### src/rtl/alu_unit.sv
// Registered integer ALU for the weasel datapath.
// One op per cycle; result and Z/N/C/V appear one edge later.
package alu_pkg;
  typedef enum logic [3:0] {
    OP_ADD = 4'd0,
    OP_SUB = 4'd1,
    OP_AND = 4'd2,
    OP_OR  = 4'd3,
    OP_XOR = 4'd4,
    OP_NOT = 4'd5,
    OP_NEG = 4'd6,
    OP_LSL = 4'd7,
    OP_LSR = 4'd8,
    OP_ASR = 4'd9
  } alu_operation_e;
endpackage

module alu_unit
  import alu_pkg::*;
#(
  parameter int Width = 16
) (
  input  logic       clk,
  input  logic       rst,
  alu_unit_if.slave  bus
);

  localparam int Msb = Width - 1;
  localparam logic [Width-1:0] MinNeg =
    {1'b1, {(Width-1){1'b0}}};

  logic [Width-1:0]   a;
  logic [Width-1:0]   b;
  logic [Width:0]     sum;
  logic [Width-1:0]   diff;
  logic [2*Width-1:0] shl;
  logic [2*Width-1:0] shr;
  logic [2*Width-1:0] sar;
  logic               big;

  logic [Width-1:0]   res;
  logic               c;
  logic               v;

  assign a = bus.a;
  assign b = bus.b;

  assign sum  = {1'b0, a} + {1'b0, b};
  assign diff = a - b;
  assign big  = {1'b0, b} >= (Width+1)'(Width);

  // Double-width shifts keep the last bit shifted out
  // sitting right next to the result field.
  assign shl = {{Width{1'b0}}, a} << b;
  assign shr = {a, {Width{1'b0}}} >> b;
  assign sar = $signed({a, {Width{1'b0}}}) >>> b;

  always_comb begin
    res = '0;
    c   = 1'b0;
    v   = 1'b0;
    unique case (bus.op)
      OP_ADD: begin
        res = sum[Width-1:0];
        c   = sum[Width];
        v   = (a[Msb] == b[Msb]) &&
              (res[Msb] != a[Msb]);
      end
      OP_SUB: begin
        res = diff;
        c   = a >= b;
        v   = (a[Msb] != b[Msb]) &&
              (res[Msb] != a[Msb]);
      end
      OP_AND: res = a & b;
      OP_OR:  res = a | b;
      OP_XOR: res = a ^ b;
      OP_NOT: res = ~a;
      OP_NEG: begin
        res = (~a) + 1'b1;
        c   = a == '0;
        v   = a == MinNeg;
      end
      OP_LSL: begin
        if (!big) begin
          res = shl[Width-1:0];
          c   = shl[Width];
        end
      end
      OP_LSR: begin
        if (!big) begin
          res = shr[2*Width-1:Width];
          c   = shr[Width-1];
        end
      end
      OP_ASR: begin
        if (big) begin
          res = {Width{a[Msb]}};
          c   = a[Msb];
        end else begin
          res = sar[2*Width-1:Width];
          c   = sar[Width-1];
        end
      end
      default: begin
        res = '0;
        c   = 1'b0;
        v   = 1'b0;
      end
    endcase
  end

  always_ff @(posedge clk) begin
    if (rst) begin
      bus.result    <= '0;
      bus.flag_z    <= 1'b0;
      bus.flag_n    <= 1'b0;
      bus.flag_c    <= 1'b0;
      bus.flag_v    <= 1'b0;
      bus.out_valid <= 1'b0;
    end else begin
      bus.out_valid <= bus.in_valid;
      if (bus.in_valid) begin
        bus.result <= res;
        bus.flag_z <= res == '0;
        bus.flag_n <= res[Msb];
        bus.flag_c <= c;
        bus.flag_v <= v;
      end
    end
  end

endmodule

### src/rtl/alu_unit_if.sv
// Operand/result bundle for the weasel registered ALU.
// master drives operands and op; slave returns result and flags.
interface alu_unit_if #(
  parameter int Width = 16
);
  logic [Width-1:0] a;
  logic [Width-1:0] b;
  logic [3:0]       op;
  logic             in_valid;
  logic [Width-1:0] result;
  logic             flag_z;
  logic             flag_n;
  logic             flag_c;
  logic             flag_v;
  logic             out_valid;

  modport master (
    output a, b, op, in_valid,
    input  result, flag_z, flag_n,
    input  flag_c, flag_v, out_valid
  );

  modport slave (
    input  a, b, op, in_valid,
    output result, flag_z, flag_n,
    output flag_c, flag_v, out_valid
  );
endinterface

### src/flat_wrapper.sv
// flat-port wrapper written by rule: the top's interface ports become plain ports
module alu_unit_flat import alu_pkg::*;
#(
  parameter int Width = 16
)
  (clk, rst, bus_a, bus_b, bus_op, bus_in_valid, bus_result, bus_flag_z, bus_flag_n, bus_flag_c, bus_flag_v, bus_out_valid);
  alu_unit_if #(.Width(Width)) bus_i ();
  input  logic clk;
  input  logic rst;
  input wire logic [$bits(bus_i.a)-1:0] bus_a;
  input wire logic [$bits(bus_i.b)-1:0] bus_b;
  input wire logic [$bits(bus_i.op)-1:0] bus_op;
  input wire logic [$bits(bus_i.in_valid)-1:0] bus_in_valid;
  output wire logic [$bits(bus_i.result)-1:0] bus_result;
  output wire logic [$bits(bus_i.flag_z)-1:0] bus_flag_z;
  output wire logic [$bits(bus_i.flag_n)-1:0] bus_flag_n;
  output wire logic [$bits(bus_i.flag_c)-1:0] bus_flag_c;
  output wire logic [$bits(bus_i.flag_v)-1:0] bus_flag_v;
  output wire logic [$bits(bus_i.out_valid)-1:0] bus_out_valid;
  assign bus_i.a = bus_a;
  assign bus_i.b = bus_b;
  assign bus_i.op = bus_op;
  assign bus_i.in_valid = bus_in_valid;
  assign bus_result = bus_i.result;
  assign bus_flag_z = bus_i.flag_z;
  assign bus_flag_n = bus_i.flag_n;
  assign bus_flag_c = bus_i.flag_c;
  assign bus_flag_v = bus_i.flag_v;
  assign bus_out_valid = bus_i.out_valid;
  alu_unit #(.Width(Width)) u_core (.clk(clk), .rst(rst), .bus(bus_i));
endmodule
### config.mk
export PLATFORM = sky130hd
export DESIGN_NAME = alu_unit_flat
export DESIGN_NICKNAME = d
export VERILOG_FILES = /design/src/rtl/alu_unit.sv /design/src/rtl/alu_unit_if.sv /design/src/flat_wrapper.sv
export SDC_FILE = /design/constraint.sdc
export NUM_CORES = 1
export LEC_CHECK = 0
export ABC_AREA = 0
export CAP_MARGIN = 20
export CORE_MARGIN = 2
export CORE_UTILIZATION = 55
export DETAILED_ROUTE_END_ITERATION = 6
export MAX_ROUTING_LAYER = met4
export PLACE_DENSITY = 0.81
export SETUP_SLACK_MARGIN = 0.05
export SYNTH_ARGS = -nofsm -noshare
export SYNTH_HDL_FRONTEND = slang
export SYNTH_SLANG_ARGS = --single-unit
### constraint.sdc
create_clock -name clk -period 3.7 [get_ports clk]
set_input_delay 0.555 -clock clk [delete_from_list [all_inputs] [get_ports clk]]
set_output_delay 0.555 -clock clk [all_outputs]
set_load 0.1 [all_outputs]
==> run summary <==
Nets -> 1177
Total Power -> 1.70 mW
I/O Buffers -> 59
Min Tclk post-route -> 3640 ps
WP buf/inv -> 4
Longest Clk Path Bufs -> 2
Internal power -> 0.889 mW
Starting Density -> 55.8%
Max IR drop VDD -> 0.413 mV
Die area -> 0.0124 mm2
Run status -> finished, final reports clean
HP Class -> register to register
Reg2reg start -> u_core.bus.flag_c
Post-CTS Hold Fix Bufs -> 0
Post-synthesis cell count -> 884
Std cell rows -> 39
Area leader, netlist -> ha_1
R2r endpoint -> u_core.bus.flag_c
Hold Path Depth -> 2
Vias per inst -> 7.20
CP Capture Type -> register
Seq/Total Area, Yosys -> 6.33%
Slew Limit Fails -> 0
Placed cell area -> 0.00841 mm2
Hold path endpoint -> u_core.bus.flag_z
Overall routing resource usage -> 48.3%
Layout area overhead -> 36.1%
Post-synth ARST share -> 0%
Most used cell, CP -> buf_4
CP required -> 3850 ps
Yosys top cell area share -> 9.70%
Fin crit share -> 98.5%
Fraction of power consumed by sequential logic -> 14.0%
Ant. Diodes -> 0
DR iter-0 viols -> 1342
Die X -> 111 um
Post-synth top flop -> dfxtp_1
Pleak -> 3.65 nW
First-pass GRT wire length -> 46.1 mm
Num ports -> 60
Clock sinks -> 20
DR pass1 iterations -> 6
Top-count cell post-synth -> nor2_1
Clock Pin Slew Worst Setup and Hold Paths -> 60 ps
Hpwl dp -> 24.2 mm
Via count -> 8849
Path type of the worst setup path -> input port to register
Post-Route WL -> 30.5 mm
Worst Reg-to-Reg Cells -> 3
Max incr delay on CP -> 780 ps
Max-slew headroom at the worst pin -> 33.6%
CTS tree -> done
Commonest cells post-synth -> nor2_1, a21oi_1, nand2_1
Worst skew pair latency -> 250 ps
Grt ovf -> 0
Antenna violations before repair -> 0
Comb pwr share -> 71.3%
Largest net degree at the start of global routing -> 47
Worst hold start -> u_core.bus.flag_z
Slew @ Worst Pin -> 993 ps
Worst clock skew -> 0 ps
Share of cells above drive strength 1 -> 27.4%
Syn Nets -> 974
Design area -> 0.00860 mm2
FF-to-FF setup slack -> 2640 ps
Synthesized area -> 0.00632 mm2
Root Driver -> clkbuf_16
Die height -> 111 um
Post-synth EDFFs -> 0
Syn Area/Cell -> 7.15 um2
Vias in the first global route -> 8134
Final setup vio count -> 0
# DRC -> 0
Highest-delay cell along the critical path -> a221oi_1
RD Place Congestion -> 1.16
Highest Clock Rate -> 0.274 GHz
Crit-path leading delay family -> simple AND/OR/NAND/NOR gates
Footprint of the multi-input gates -> 0.00544 mm2
YS warnings -> 0
Netlist cell types -> 91
CP Max Fanout -> 9
Setup crit start kind -> input port
Max H-tree Level -> 1
RSZ-0062 raised after global routing -> false
Synth top area cells -> ha_1, dfxtp_1, mux2i_1, nor2_1, mux4_2
Power share of the clock group -> 14.6%
# Max-Cap Violations -> 0
CTS Buf Count -> 3
Crit path cell chain -> clkdlybuf4s50_1 -> buf_4 -> buf_4 -> nand2b_1 -> nor3_1 -> nand3_1 -> a221oi_1 -> a2111oi_1 -> buf_4 -> nand4_1 -> nor4_2 -> nand4_1 -> o21ai_1
Core Region -> 0.0113 mm2
P per Cell Area -> 197 mW/mm2
#FFs+latches synth -> 20
Final core area utilization -> 76.0%
Switching share of power -> 47.7%
NetSw -> 0.809 mW
Hold Violations, Final -> 0
Post-route ant nets -> 0
Wire length per cell -> 24.8 um
Worst EP arrival -> 3790 ps
Storage cell area -> 400 um2
Fill count -> 901
## kinds of logic (layout without fill, tap and decap cells)
kind of cell	count (synthesis)	after routing	share of synthesized area, %
adder cells (fa/ha/maj)	51	51	10.3
buffers and inverters	132	334	9.01
flip-flops	20	20	6.33
AND/OR/NAND/NOR	330	330	27.9
multiplexers	62	62	13.1
XOR/XNOR	16	16	2.22
AO/OA/AOI/OAI	273	273	31.1
## sequential cells by signal, indices dropped and copies added (netlist names)
name	count
u_core.bus.flag_z	1
u_core.bus.out_valid	1
u_core.bus.flag_c	1
u_core.bus.result	15
u_core.bus.flag_n	1
u_core.bus.flag_v	1
## layout make-up
class / instances / share of cell area (%)
timing repair buffer: 280 / 26.8
sequential: 20 / 4.66
multi-input combinational: 732 / 63.2
inverter: 50 / 2.18
clock buffer: 4 / 1.03
tap: 143 / 2.08
## per-layer routing
metal	routed length, um	part of all wire (%)	track usage (%)
met1	11400	37	62.2
met2	12800	42	70.3
met5	0	0	-
met4	2130	7.0	25.8
met3	4170	14	10.9
## cells in the final DEF (no fill, tap or decap), types with 13 or more instances in the layout
cell	count
buf_4	215
nor2_1	95
nand2_1	54
clkdlybuf4s50_1	54
a21oi_1	53
ha_1	49
inv_1	45
o21ai_0	41
mux2i_1	36
nand3_1	27
nor3_1	25
a211oi_1	23
nand4_1	22
dfxtp_1	20
nor4_1	19
xnor2_1	16
mux4_2	15
o211ai_1	14
nand2b_1	13
## worst max-delay path by stage
stage,from,end,cells after the start
after floorplan,bus_b[2],u_core.bus.flag_z,14
after global placement,bus_a[8],u_core.bus.flag_z,13
after detailed placement,bus_a[0],u_core.bus.result[14],13
after CTS,bus_a[8],u_core.bus.flag_z,13
after global routing,bus_a[6],u_core.bus.flag_z,12
final,bus_op[2],u_core.bus.flag_z,13
## worst reg2reg max path, cell delays in order (launching register included)
cell and delay [ps]:
dfxtp_1 330, a221oi_1 300, o221a_2 240, a21oi_1 80
## power groups by stage
stage                     clock network (mW)  registers, mW  logic, mW
after floorplan                            0          0.346      0.554
after global placement                     0          0.241       1.13
after detailed placement                   0          0.242       1.14
after CTS                              0.245          0.239       1.15
after global routing                   0.254          0.240       1.26
final                                  0.249          0.239       1.21
## through the flow
stage,std cells,worst slack (ps),hold WS [ps],setup TNS (ps)
floorplan,884,74.5,794,0
global placement,1223,-173,450,-372
detailed placement,1223,-181,449,-687
CTS,1227,57.8,469,0
global route,1229,14.4,490,0
finish,1229,56.0,473,0
## what timing repair did
| item | CTS | global route |
|---|---|---|
| pin swaps | 1 | 3 |
| setup buffers | 0 | 1 |
| endpoints found under the setup margin | 1 | 7 |
| cloned | 0 | 0 |
| hold endpoints to repair | 0 | 0 |
| resized for setup | 0 | 20 |
No activity file was read; power rests on OpenSTA's default activity.
